$ cat src/rtl/seg_scan_ctrl.sv
// Scan controller for a multiplexed common-segment seven-segment display.
// Holds a hex value and an enable bit per digit and cycles through the digits.
// Each digit gets a dark GAP slot followed by a lit DWELL slot.
// The current digit's value is presented on x1..x4 for the shared decoder.
// The matching one-hot digit select is driven while that digit is lit.
module seg_scan_ctrl #(
    parameter int unsigned DIGITS = 4,
    parameter int unsigned DWELL  = 1000,
    parameter int unsigned GAP    = 16
) (
    input  logic              clk,
    input  logic              rst,
    input  logic              scan_en,
    input  logic              wr_en,
    input  logic [2:0]        wr_addr,
    input  logic [3:0]        wr_data,
    input  logic              wr_on,
    output logic              x1,
    output logic              x2,
    output logic              x3,
    output logic              x4,
    output logic [DIGITS-1:0] digit_sel,
    output logic              frame_tick
);

    localparam int unsigned CntMax = (DWELL > GAP) ? DWELL : GAP;
    localparam int unsigned CntW   = (CntMax > 1) ? $clog2(CntMax) : 1;
    localparam int unsigned IdxW   = $clog2(DIGITS);

    localparam logic [CntW-1:0] GapLast   = CntW'(GAP - 1);
    localparam logic [CntW-1:0] DwellLast = CntW'(DWELL - 1);
    localparam logic [IdxW-1:0] IdxLast   = IdxW'(DIGITS - 1);

    typedef enum logic [0:0] {
        StGap,
        StShow
    } state_e;

    // Digit register file
    logic [3:0]        value_q [DIGITS];
    logic [3:0]        value_d [DIGITS];
    logic [DIGITS-1:0] on_q;
    logic [DIGITS-1:0] on_d;
    logic              wr_hit;
    logic [IdxW-1:0]   wr_idx;

    // Scan sequencer
    state_e            state_q;
    state_e            state_d;
    logic [CntW-1:0]   cnt_q;
    logic [CntW-1:0]   cnt_d;
    logic [IdxW-1:0]   idx_q;
    logic [IdxW-1:0]   idx_d;
    logic              tick_q;
    logic              tick_d;
    logic [DIGITS-1:0] sel_q;
    logic [DIGITS-1:0] sel_d;

    // Out-of-range addresses are dropped rather than aliased onto a real digit.
    assign wr_hit = wr_en && ({1'b0, wr_addr} < 4'(DIGITS));
    assign wr_idx = wr_addr[IdxW-1:0];

    // Next contents of the register file after this edge's write, if any.
    always_comb begin
        for (int i = 0; i < DIGITS; i++) begin
            value_d[i] = value_q[i];
            on_d[i]    = on_q[i];
        end
        if (wr_hit) begin
            value_d[wr_idx] = wr_data;
            on_d[wr_idx]    = wr_on;
        end
    end

    // Register file storage; every digit comes out of reset enabled and showing 0.
    always_ff @(posedge clk or posedge rst) begin
        if (rst) begin
            for (int i = 0; i < DIGITS; i++) begin
                value_q[i] <= 4'h0;
            end
            on_q <= '1;
        end else begin
            for (int i = 0; i < DIGITS; i++) begin
                value_q[i] <= value_d[i];
            end
            on_q <= on_d;
        end
    end

    // Sequencer next state: GAP/SHOW slots per digit, advance the digit after each SHOW.
    always_comb begin
        state_d = state_q;
        cnt_d   = cnt_q + 1'b1;
        idx_d   = idx_q;
        tick_d  = 1'b0;
        if (!scan_en) begin
            // Park dark at the start of a gap; the digit index is kept so the
            // scan resumes where it stopped.
            state_d = StGap;
            cnt_d   = '0;
        end else begin
            unique case (state_q)
                StGap: begin
                    if (cnt_q == GapLast) begin
                        state_d = StShow;
                        cnt_d   = '0;
                    end
                end
                StShow: begin
                    if (cnt_q == DwellLast) begin
                        state_d = StGap;
                        cnt_d   = '0;
                        if (idx_q == IdxLast) begin
                            idx_d  = '0;
                            tick_d = 1'b1;
                        end else begin
                            idx_d = idx_q + 1'b1;
                        end
                    end
                end
                default: begin
                    state_d = StGap;
                    cnt_d   = '0;
                end
            endcase
        end
    end

    // Next digit select, built from next-state values so the registered drive
    // lines up with the state register. A blanked digit keeps its slot but stays dark.
    always_comb begin
        sel_d = '0;
        for (int i = 0; i < DIGITS; i++) begin
            sel_d[i] = (state_d == StShow) && on_d[i] && (idx_d == IdxW'(i));
        end
    end

    // Sequencer state, frame tick and digit select registers.
    always_ff @(posedge clk or posedge rst) begin
        if (rst) begin
            state_q <= StGap;
            cnt_q   <= '0;
            idx_q   <= '0;
            tick_q  <= 1'b0;
            sel_q   <= '0;
        end else begin
            state_q <= state_d;
            cnt_q   <= cnt_d;
            idx_q   <= idx_d;
            tick_q  <= tick_d;
            sel_q   <= sel_d;
        end
    end

    // Outputs come straight from registers; no input reaches them combinationally.
    always_comb begin
        {x1, x2, x3, x4} = value_q[idx_q];
        digit_sel        = sel_q;
        frame_tick       = tick_q;
    end

endmodule

$ cat config.mk
export PLATFORM = sky130hd
export DESIGN_NAME = seg_scan_ctrl
export DESIGN_NICKNAME = d
export VERILOG_FILES = /design/src/rtl/seg_scan_ctrl.sv
export SDC_FILE = /design/constraint.sdc
export NUM_CORES = 1
export LEC_CHECK = 0
export CAP_MARGIN = 5
export CORE_AREA = 2 2 58 60
export DETAILED_ROUTE_END_ITERATION = 12
export DIE_AREA = 0 0 60 62
export MAX_ROUTING_LAYER = met4
export PLACE_DENSITY_LB_ADDON = 0.25
export REMOVE_ABC_BUFFERS = 1
export SETUP_SLACK_MARGIN = 0.5
export SLEW_MARGIN = 25
export SYNTH_ARGS = -nofsm -noshare
export SYNTH_HDL_FRONTEND = slang
export SYNTH_SLANG_ARGS = --single-unit
$ cat constraint.sdc
create_clock -name clk -period 4.15 [get_ports clk]
set_input_delay 0.6225 -clock clk [delete_from_list [all_inputs] [get_ports clk]]
set_output_delay 0.6225 -clock clk [all_outputs]
set_load 0.03 [all_outputs]
==> impl_results.html, run 1 <==
<table>
<tr><th>Metric</th><th>Value</th></tr>
<tr><th colspan="2">Floorplan</th></tr>
<tr><td>Row Count</td><td>21</td></tr>
<tr><td>Core box area</td><td>3179 sq um</td></tr>
<tr><td>Die extent in x</td><td>60 um</td></tr>
<tr><td>Die extent in y</td><td>62 um</td></tr>
<tr><td>Count of boundary I/O pins</td><td>21</td></tr>
<tr><td>Starting density of the core</td><td>53.25%</td></tr>
<tr><td>Overall die area</td><td>3720 sq um</td></tr>
<tr><th colspan="2">GRT</th></tr>
<tr><td>Pin count of the biggest net entering global routing</td><td>27</td></tr>
<tr><td>Via count of the first global-routing pass</td><td>1103</td></tr>
<tr><td>Remaining Overflow, GRT</td><td>0</td></tr>
<tr><td>Total Routing Usage GR</td><td>20.02%</td></tr>
<tr><td>First-pass GRT wire length</td><td>5.043 mm</td></tr>
<tr><td>Antenna violations before repair</td><td>0</td></tr>
<tr><th colspan="2">Worst setup path</th></tr>
<tr><td>Register-to-Register Path Depth</td><td>4</td></tr>
<tr><td>Series of cell instances along the critical path</td><td>mux4_2, clkdlybuf4s50_1</td></tr>
<tr><td>Setup Crit Path Kind</td><td>reg -&gt; out</td></tr>
<tr><td>Max incr delay on CP</td><td>0.61 ns</td></tr>
<tr><td>Startpoint kind of the worst setup timing path</td><td>flop</td></tr>
<tr><td>CP max-delay cell</td><td>clkdlybuf4s50_1</td></tr>
<tr><td>Critical R2R Capture</td><td>cnt_q[8]</td></tr>
<tr><td>Critical path capture point</td><td>x1</td></tr>
<tr><td>Launch instance of the worst register-to-register path</td><td>cnt_q[5]</td></tr>
<tr><td>Worst EP arrival</td><td>2.01 ns</td></tr>
<tr><td>Maximum fanout encountered on the critical timing path</td><td>7</td></tr>
<tr><td>Reg-to-reg slack, setup</td><td>2.18 ns</td></tr>
<tr><td>WP data required</td><td>3.53 ns</td></tr>
<tr><td>Worst setup path startpoint</td><td>idx_q[0]</td></tr>
<tr><td>Element type at the critical path end</td><td>output port</td></tr>
<tr><th colspan="2">Hold path</th></tr>
<tr><td>Worst min-delay path category</td><td>reg -&gt; reg</td></tr>
<tr><th colspan="2">Timing</th></tr>
<tr><td>Fin crit period</td><td>2.635 ns</td></tr>
<tr><td>Setup-failing EPs final</td><td>0</td></tr>
<tr><td>Worst slew margin</td><td>63.43%</td></tr>
<tr><td>Worst hold slack after final layout</td><td>0.4684 ns</td></tr>
<tr><td>Maximum clock frequency</td><td>0.3795 GHz</td></tr>
<tr><td>Maximum clock skew at final layout</td><td>0.007411 ns</td></tr>
<tr><td>Period utilisation layout</td><td>63.49%</td></tr>
<tr><td>Accumulated negative setup slack</td><td>0 ns</td></tr>
<tr><td>Final max-slew violation count</td><td>0</td></tr>
<tr><td>Setup ws final</td><td>1.515 ns</td></tr>
<tr><td>Hold Fails Final Rpt</td><td>0</td></tr>
<tr><td>Slew at the pin closest to its max-slew limit</td><td>0.5478 ns</td></tr>
<tr><td>RSZ-0062 raised after global routing</td><td>no</td></tr>
<tr><th colspan="2">Detailed routing</th></tr>
<tr><td>Per-cell via count in the routed design</td><td>5.397</td></tr>
<tr><td>Detailed router's first-iteration violation count</td><td>19</td></tr>
<tr><td>Final routed DRC violation total</td><td>0</td></tr>
<tr><td>Routed via count</td><td>1074</td></tr>
<tr><td>Post-detailed-routing wire length</td><td>3.077 mm</td></tr>
<tr><td>First-pass DRT Iterations</td><td>4</td></tr>
<tr><td>Average wire per standard cell</td><td>15.46 um</td></tr>
<tr><td>Remaining antenna violation count after routing</td><td>0</td></tr>
<tr><th colspan="2">CTS</th></tr>
<tr><td>Clock tree from TritonCTS</td><td>built</td></tr>
<tr><td>Clock-pin transition on the worst setup and hold timing paths</td><td>0.10 ns</td></tr>
<tr><td>Total CTS buffers</td><td>5</td></tr>
<tr><td>Hold-fix buffers, CTS</td><td>0</td></tr>
<tr><td>Number of H-tree branching levels</td><td>2</td></tr>
<tr><td>Worst skew pair latency</td><td>0.34 ns</td></tr>
<tr><td>Clock sink count</td><td>38</td></tr>
<tr><td>Post-cts repair resize count</td><td>0</td></tr>
<tr><td>Clock root buffer</td><td>clkbuf_4</td></tr>
<tr><td>Number of buffers on the longest clock path</td><td>2</td></tr>
<tr><td>Number of setup buffers added after CTS</td><td>0</td></tr>
<tr><th colspan="2">Final layout</th></tr>
<tr><td>Fraction of layout cells with a size suffix above 1</td><td>29.41%</td></tr>
<tr><td>Inserted Diodes</td><td>0</td></tr>
<tr><td>Number of nets in the layout</td><td>166</td></tr>
<tr><td>Number of standard cells in the layout, taps in and fillers out</td><td>199</td></tr>
<tr><td>Relative area change from synthesis to final layout</td><td>20.32%</td></tr>
<tr><th colspan="2">Power</th></tr>
<tr><td>Clock group share of total power</td><td>29.7%</td></tr>
<tr><td>Share of total power in sequential cells</td><td>54.7%</td></tr>
<tr><td>PwrDens</td><td>397.9 nW/um^2</td></tr>
<tr><td>Switching part of the total power</td><td>23.40%</td></tr>
<tr><td>Internal Pwr Total</td><td>0.0006208 W</td></tr>
<tr><td>Peak supply drop</td><td>243.4 uV</td></tr>
<tr><td>P_sw</td><td>0.0001897 W</td></tr>
<tr><td>Leakage dissipation</td><td>0.8814 nW</td></tr>
<tr><td>Total Power Consumption</td><td>0.0008104 W</td></tr>
<tr><td>Share of power burned in combinational logic</td><td>15.6%</td></tr>
<tr><th colspan="2">Placement</th></tr>
<tr><td>Post-Place Cells</td><td>191</td></tr>
<tr><td>Detailed placement HPWL</td><td>2.315 mm</td></tr>
<tr><td>Last weighted congestion value of the routability-driven placer</td><td>0.7711</td></tr>
<tr><td>Worst slack at placement</td><td>1.867 ns</td></tr>
<tr><td>Input/output buffers</td><td>20</td></tr>
<tr><th colspan="2">Job</th></tr>
<tr><td>Max Cap Violations</td><td>0</td></tr>
<tr><th colspan="2">Logic synthesis</th></tr>
<tr><td>Synth warn</td><td>0</td></tr>
<tr><td>Synth Register Bits</td><td>38</td></tr>
<tr><td>Post-synthesis cell area</td><td>1693 sq um</td></tr>
<tr><td>Fraction of the yosys area taken by sequential cells</td><td>56.47%</td></tr>
<tr><td>Unique masters post-synth</td><td>28</td></tr>
<tr><td>Synthesized netlist cell count</td><td>124</td></tr>
<tr><td>Avg Cell Area, Syn</td><td>13.65 sq um</td></tr>
<tr><th colspan="2">Run status</th></tr>
<tr><td>Result of the run</td><td>completed</td></tr>
</table>
-- critical path, delay by kind of cell (launching register included) --
kind / cells / cell delay, ns
mux: 1 / 0.54
flops: 1 / 0.53
buf+inv: 1 / 0.61
-- cells in the final DEF, fill, tap and decap left out, drive strengths merged --
| master | netlist | layout |
|---|---|---|
| nor4 | 1 | 1 |
| clkbuf | 1 | 7 |
| inv | 6 | 6 |
| nand4b | 1 | 1 |
| bufinv | 0 | 1 |
| nor2 | 14 | 14 |
| and4bb | 4 | 4 |
| nor4b | 1 | 1 |
| dfrtp | 34 | 34 |
| mux2 | 20 | 20 |
| xnor2 | 6 | 6 |
| a21oi | 1 | 1 |
| nand2 | 6 | 6 |
| mux4 | 4 | 4 |
| nor3 | 2 | 2 |
| and2 | 1 | 1 |
| ha | 2 | 2 |
| nand3 | 3 | 3 |
| and4b | 2 | 2 |
| clkdlybuf4s50 | 0 | 20 |
| and4 | 2 | 2 |
| nand4 | 1 | 1 |
| dfstp | 4 | 4 |
| xor2 | 2 | 2 |
| o21bai | 1 | 1 |
| or4 | 2 | 2 |
| buf | 0 | 2 |
| a31o | 1 | 1 |
| mux2i | 2 | 2 |
-- power groups by stage --
stage | clock network [W] | logic [W] | registers, W
after floorplan | 0 | 0.0000863 | 0.000441
after global placement | 0 | 0.000124 | 0.000448
after detailed placement | 0 | 0.000129 | 0.000451
after CTS | 0.000251 | 0.000129 | 0.000443
after global routing | 0.000265 | 0.000138 | 0.000449
final | 0.000240 | 0.000127 | 0.000443
-- worst min path at each step --
stage                     cells after the start       end     start  slack (ns)
after CTS                                     1  cnt_q[0]  cnt_q[0]        0.47
after floorplan                               1  cnt_q[0]  cnt_q[0]        0.43
after detailed placement                      1  cnt_q[0]  cnt_q[0]        0.45
final                                         1  cnt_q[0]  cnt_q[0]        0.47
after global placement                        1  cnt_q[0]  cnt_q[0]        0.45
after global routing                          1  cnt_q[0]  cnt_q[0]        0.52
-- through the flow --
| step | cell area, sq um | util [%] |
|---|---|---|
| after floorplan | 1689 | - |
| after detailed placement | 1962 | 61.71 |
| after CTS | 2037 | 64.07 |
| after global placement | 1962 | 61.71 |
| after global routing | 2037 | 64.07 |
| final | 2037 | 64.07 |
-- cell families after synthesis --
family / share of synthesized area [%]
compound gates: 2.144
xor+xnor: 4.139
mux: 19.81
flops: 56.47
fa+ha+maj: 1.478
buf+inv: 1.552
simple gates: 14.41
-- state kept, by name, summed over array words and instances (netlist names) --
register,count
value_q,16
cnt_q,10
digit_sel,4
on_q,4
idx_q,2
frame_tick,1
state_q,1
-- layer usage --
layer / GRT usage [%] / vias up / routed length (um)
met2: 29.97 / 32 / 1437
met1: 23.67 / 527 / 1371
met5: - / - / 0
met3: 7.039 / 13 / 145
met4: 11.11 / 0 / 123
li1: - / 502 / -
-- cell type report --
class,instances,area (sq um)
Fill cell,248,1142
Sequential cell,38,955.9
Multi-Input combinational cell,79,710.7
Timing Repair Buffer,22,215.2
Tap cell,46,57.56
Clock buffer,7,45.04
Clock inverter,1,30.03
Inverter,6,22.52
-- synthesized netlist by cell type --
cell type / n / share of area [%]
nor2_1: 14 / 3.1
inv_1: 6 / 1.3
dfstp_2: 4 / 6.2
and4b_1: 2 / 1.2
mux2i_1: 2 / 1.2
nand4b_1: 1 / 0.52
clkbuf_1: 1 / 0.22
and4_1: 2 / 1.0
mux2_2: 20 / 13
or4_1: 1 / 0.44
or4_4: 1 / 0.67
dfrtp_1: 34 / 50
a31o_2: 1 / 0.52
and2_2: 1 / 0.44
nor3_1: 2 / 0.59
xnor2_1: 6 / 3.1
ha_1: 2 / 1.5
nor4b_1: 1 / 0.52
nor4_1: 1 / 0.37
mux4_2: 4 / 5.3
xor2_1: 2 / 1.0
a21oi_4: 1 / 0.96
nand3_1: 3 / 0.89
nand2_1: 6 / 1.3
o21bai_2: 1 / 0.67
and4bb_1: 1 / 0.74
nand4_1: 1 / 0.37
and4bb_2: 3 / 2.2
Note: power is estimated with default switching activity, not from simulation.
==> run 2: changes to the inputs <==
CORE_AREA = 2 2 62 64   (was 2 2 58 60)
DIE_AREA = 0 0 64 66   (was 0 0 60 62)
clock period = 2.3 ns   (was 4.15 ns; I/O delays follow)
==> run 2 against run 1 <==
Against the previous run: wire length is 0.88% lower; via count rose by 1.3%; sequential power up 79%; power up 71%; first-iteration DRC count grew to 2.5 times the previous value; die area grew 14%; worst setup slack lost 1.1 ns; final area up 4.5%; worst hold slack got worse by 0.062 ns; global-route usage decreased by 2.9 points; clock skew decreased by 0.0038 ns; largest power group unchanged.
==> impl_results.html, run 2 (same netlist as run 1, synthesis figures left out) <==
<table>
<tr><th>Metric</th><th>Value</th></tr>
<tr><th colspan="2">Worst setup path</th></tr>
<tr><td>Element type at the critical path end</td><td>flop</td></tr>
<tr><td>Setup Crit Path Kind</td><td>reg -&gt; reg</td></tr>
<tr><td>Startpoint kind of the worst setup timing path</td><td>flop</td></tr>
<tr><td>Worst EP arrival</td><td>2.11 ns</td></tr>
<tr><td>WP data required</td><td>2.58 ns</td></tr>
<tr><td>Maximum fanout encountered on the critical timing path</td><td>5</td></tr>
<tr><th colspan="2">Final layout</th></tr>
<tr><td>Most frequent cells in the layout</td><td>dfrtp_1 (33), mux2_2 (20), clkdlybuf4s50_1 (16), nor2_1 (13), buf_4 (9)</td></tr>
<tr><td>Number of standard cells in the layout, taps in and fillers out</td><td>210</td></tr>
<tr><td>Cell area after layout</td><td>2128 sq um</td></tr>
<tr><td>Biggest registers after layout</td><td>value_q: 16 flops, cnt_q: 10 flops</td></tr>
<tr><td>Relative area change from synthesis to final layout</td><td>25.72%</td></tr>
<tr><td>Largest register by flop count</td><td>value_q</td></tr>
<tr><td>Flip-flop count of the largest register, all copies and words added</td><td>16</td></tr>
<tr><td>Most common library cell in the layout ignoring fill and taps</td><td>dfrtp_1</td></tr>
<tr><td>Number of filler instances in the final layout</td><td>282</td></tr>
<tr><td>Multi-input logic area</td><td>744.5 sq um</td></tr>
<tr><td>Footprint of the flip-flops and latches</td><td>957.2 sq um</td></tr>
<tr><td>Inserted Diodes</td><td>0</td></tr>
<tr><td>Number of nets in the layout</td><td>175</td></tr>
<tr><td>Fraction of layout cells with a size suffix above 1</td><td>38.89%</td></tr>
<tr><th colspan="2">Power</th></tr>
<tr><td>PwrDens</td><td>650.2 nW/um^2</td></tr>
<tr><td>Peak supply drop</td><td>357.6 uV</td></tr>
<tr><td>Leakage dissipation</td><td>0.9192 nW</td></tr>
<tr><th colspan="2">Timing</th></tr>
<tr><td>Slew at the pin closest to its max-slew limit</td><td>0.4578 ns</td></tr>
<tr><td>RSZ-0062 raised after global routing</td><td>yes</td></tr>
<tr><td>Worst slew margin</td><td>69.05%</td></tr>
<tr><td>Period utilisation layout</td><td>79.89%</td></tr>
<tr><td>Hold Fails Final Rpt</td><td>0</td></tr>
<tr><td>Accumulated negative setup slack</td><td>0 ns</td></tr>
<tr><td>Final max-slew violation count</td><td>0</td></tr>
<tr><td>Setup-failing EPs final</td><td>0</td></tr>
<tr><td>Setup ws final</td><td>0.4625 ns</td></tr>
<tr><td>Fin crit period</td><td>1.837 ns</td></tr>
<tr><td>Maximum clock skew at final layout</td><td>0.003637 ns</td></tr>
<tr><td>Maximum clock frequency</td><td>0.5442 GHz</td></tr>
<tr><th colspan="2">CTS</th></tr>
<tr><td>Clock tree from TritonCTS</td><td>built</td></tr>
<tr><td>Hold-fix buffers, CTS</td><td>0</td></tr>
<tr><td>Worst skew pair latency</td><td>0.33 ns</td></tr>
<tr><td>Total CTS buffers</td><td>5</td></tr>
<tr><td>Number of buffers on the longest clock path</td><td>2</td></tr>
<tr><td>Clock-pin transition on the worst setup and hold timing paths</td><td>0.11 ns</td></tr>
<tr><td>Number of H-tree branching levels</td><td>2</td></tr>
<tr><td>Clock root buffer</td><td>clkbuf_4</td></tr>
<tr><td>Clock sink count</td><td>38</td></tr>
<tr><th colspan="2">Placement</th></tr>
<tr><td>Last weighted congestion value of the routability-driven placer</td><td>0.8473</td></tr>
<tr><td>Worst slack at placement</td><td>0.2603 ns</td></tr>
<tr><td>Detailed placement HPWL</td><td>2.089 mm</td></tr>
<tr><td>Post-Place Cells</td><td>195</td></tr>
<tr><td>Input/output buffers</td><td>20</td></tr>
<tr><td>Placed instance area</td><td>1979 sq um</td></tr>
<tr><th colspan="2">GRT</th></tr>
<tr><td>Total Routing Usage GR</td><td>17.13%</td></tr>
<tr><td>Pin count of the biggest net entering global routing</td><td>39</td></tr>
<tr><td>First-pass GRT wire length</td><td>5.257 mm</td></tr>
<tr><td>Via count of the first global-routing pass</td><td>1140</td></tr>
<tr><td>Antenna violations before repair</td><td>0</td></tr>
<tr><td>Remaining Overflow, GRT</td><td>0</td></tr>
<tr><th colspan="2">Floorplan</th></tr>
<tr><td>Core box area</td><td>3551 sq um</td></tr>
<tr><td>Overall die area</td><td>4224 sq um</td></tr>
<tr><td>Count of boundary I/O pins</td><td>21</td></tr>
<tr><td>Die extent in x</td><td>64 um</td></tr>
<tr><td>Starting density of the core</td><td>47.67%</td></tr>
<tr><td>Row Count</td><td>22</td></tr>
<tr><td>Die extent in y</td><td>66 um</td></tr>
<tr><th colspan="2">Detailed routing</th></tr>
<tr><td>Per-cell via count in the routed design</td><td>5.181</td></tr>
<tr><td>Routed via count</td><td>1088</td></tr>
<tr><td>Average wire per standard cell</td><td>14.52 um</td></tr>
<tr><td>Final routed DRC violation total</td><td>0</td></tr>
<tr><td>Post-detailed-routing wire length</td><td>3.050 mm</td></tr>
<tr><td>First-pass DRT Iterations</td><td>4</td></tr>
<tr><td>Remaining antenna violation count after routing</td><td>0</td></tr>
<tr><td>Detailed router's first-iteration violation count</td><td>48</td></tr>
<tr><th colspan="2">Run status</th></tr>
<tr><td>Result of the run</td><td>completed</td></tr>
<tr><th colspan="2">Hold path</th></tr>
<tr><td>Worst min-delay path category</td><td>in -&gt; async</td></tr>
<tr><th colspan="2">Job</th></tr>
<tr><td>Max Cap Violations</td><td>0</td></tr>
</table>
run 2: cell types whose count changed in the layout (fill, tap and decap cells not counted), moves of 2 or more:
| cell | previous run | this run |
|---|---|---|
| buf_4 | 2 | 9 |
| mux2i_2 | 0 | 2 |
| clkdlybuf4s50_1 | 20 | 16 |
| mux2i_1 | 2 | 0 |
| buf_6 | 0 | 5 |
run 2: repair_timing:
item	in CTS	in global routing
buffers inserted	4	2
endpoints found under the setup margin	17	17
cloned	1	0
pin swaps	5	8
gates resized for setup	26	11
run 2: layout make-up:
cell class | count | area share [%]
Sequential cell | 38 | 44.97
Multi-Input combinational cell | 80 | 34.98
Timing Repair Buffer | 30 | 13.35
Tap cell | 48 | 2.822
Clock buffer | 7 | 2.587
Inverter | 6 | 1.058
Clock inverter | 1 | 0.2352
run 2: per-stage QoR:
step | util (%) | power (W) | hold slack (ns)
global placement | 55.74 | 0.001027 | 0.4452
global route | 59.94 | 0.001459 | 0.4598
finish | 59.94 | 0.001384 | 0.4066
CTS | 58.63 | 0.001392 | 0.4041
floorplan | - | 0.0009514 | 0.4329
detailed placement | 55.74 | 0.001041 | 0.4623
run 2: final timing paths:
kind | cells past startpoint | end | startpoint | slack [ns]
worst min register to register | 1 | cnt_q[0] | cnt_q[0] | 0.47
min in group clk | 1 | cnt_q[0] | cnt_q[0] | 0.47
max in group asynchronous | 3 | on_q[0] | rst | 1.55
worst max-delay path | 4 | digit_sel[1] | cnt_q[5] | 0.46
worst min-delay path | 3 | frame_tick | rst | 0.41
worst max register to register | 4 | digit_sel[1] | cnt_q[5] | 0.46
run 2: critical path: stages (launching register included):
cell and delay, ns:
dfrtp_1 0.39, or4_1 0.51, or4_4 0.48, a21oi_4 0.18, and4b_1 0.22
run 2: per-layer routing:
layer / GRT usage, % / vias to the layer above / wire length (um)
met2: 28.78 / 19 / 1578
li1: - / 519 / -
met4: 7.337 / 0 / 54
met3: 4.770 / 5 / 123
met5: - / - / 0
met1: 19.30 / 545 / 1295
run 2: where the power goes:
group	total (W)	switching [W]	internal, W
Sequential	0.000795	0.0000359	0.000759
Combinational	0.000238	0.000102	0.000136
Clock	0.000351	0.000202	0.000148
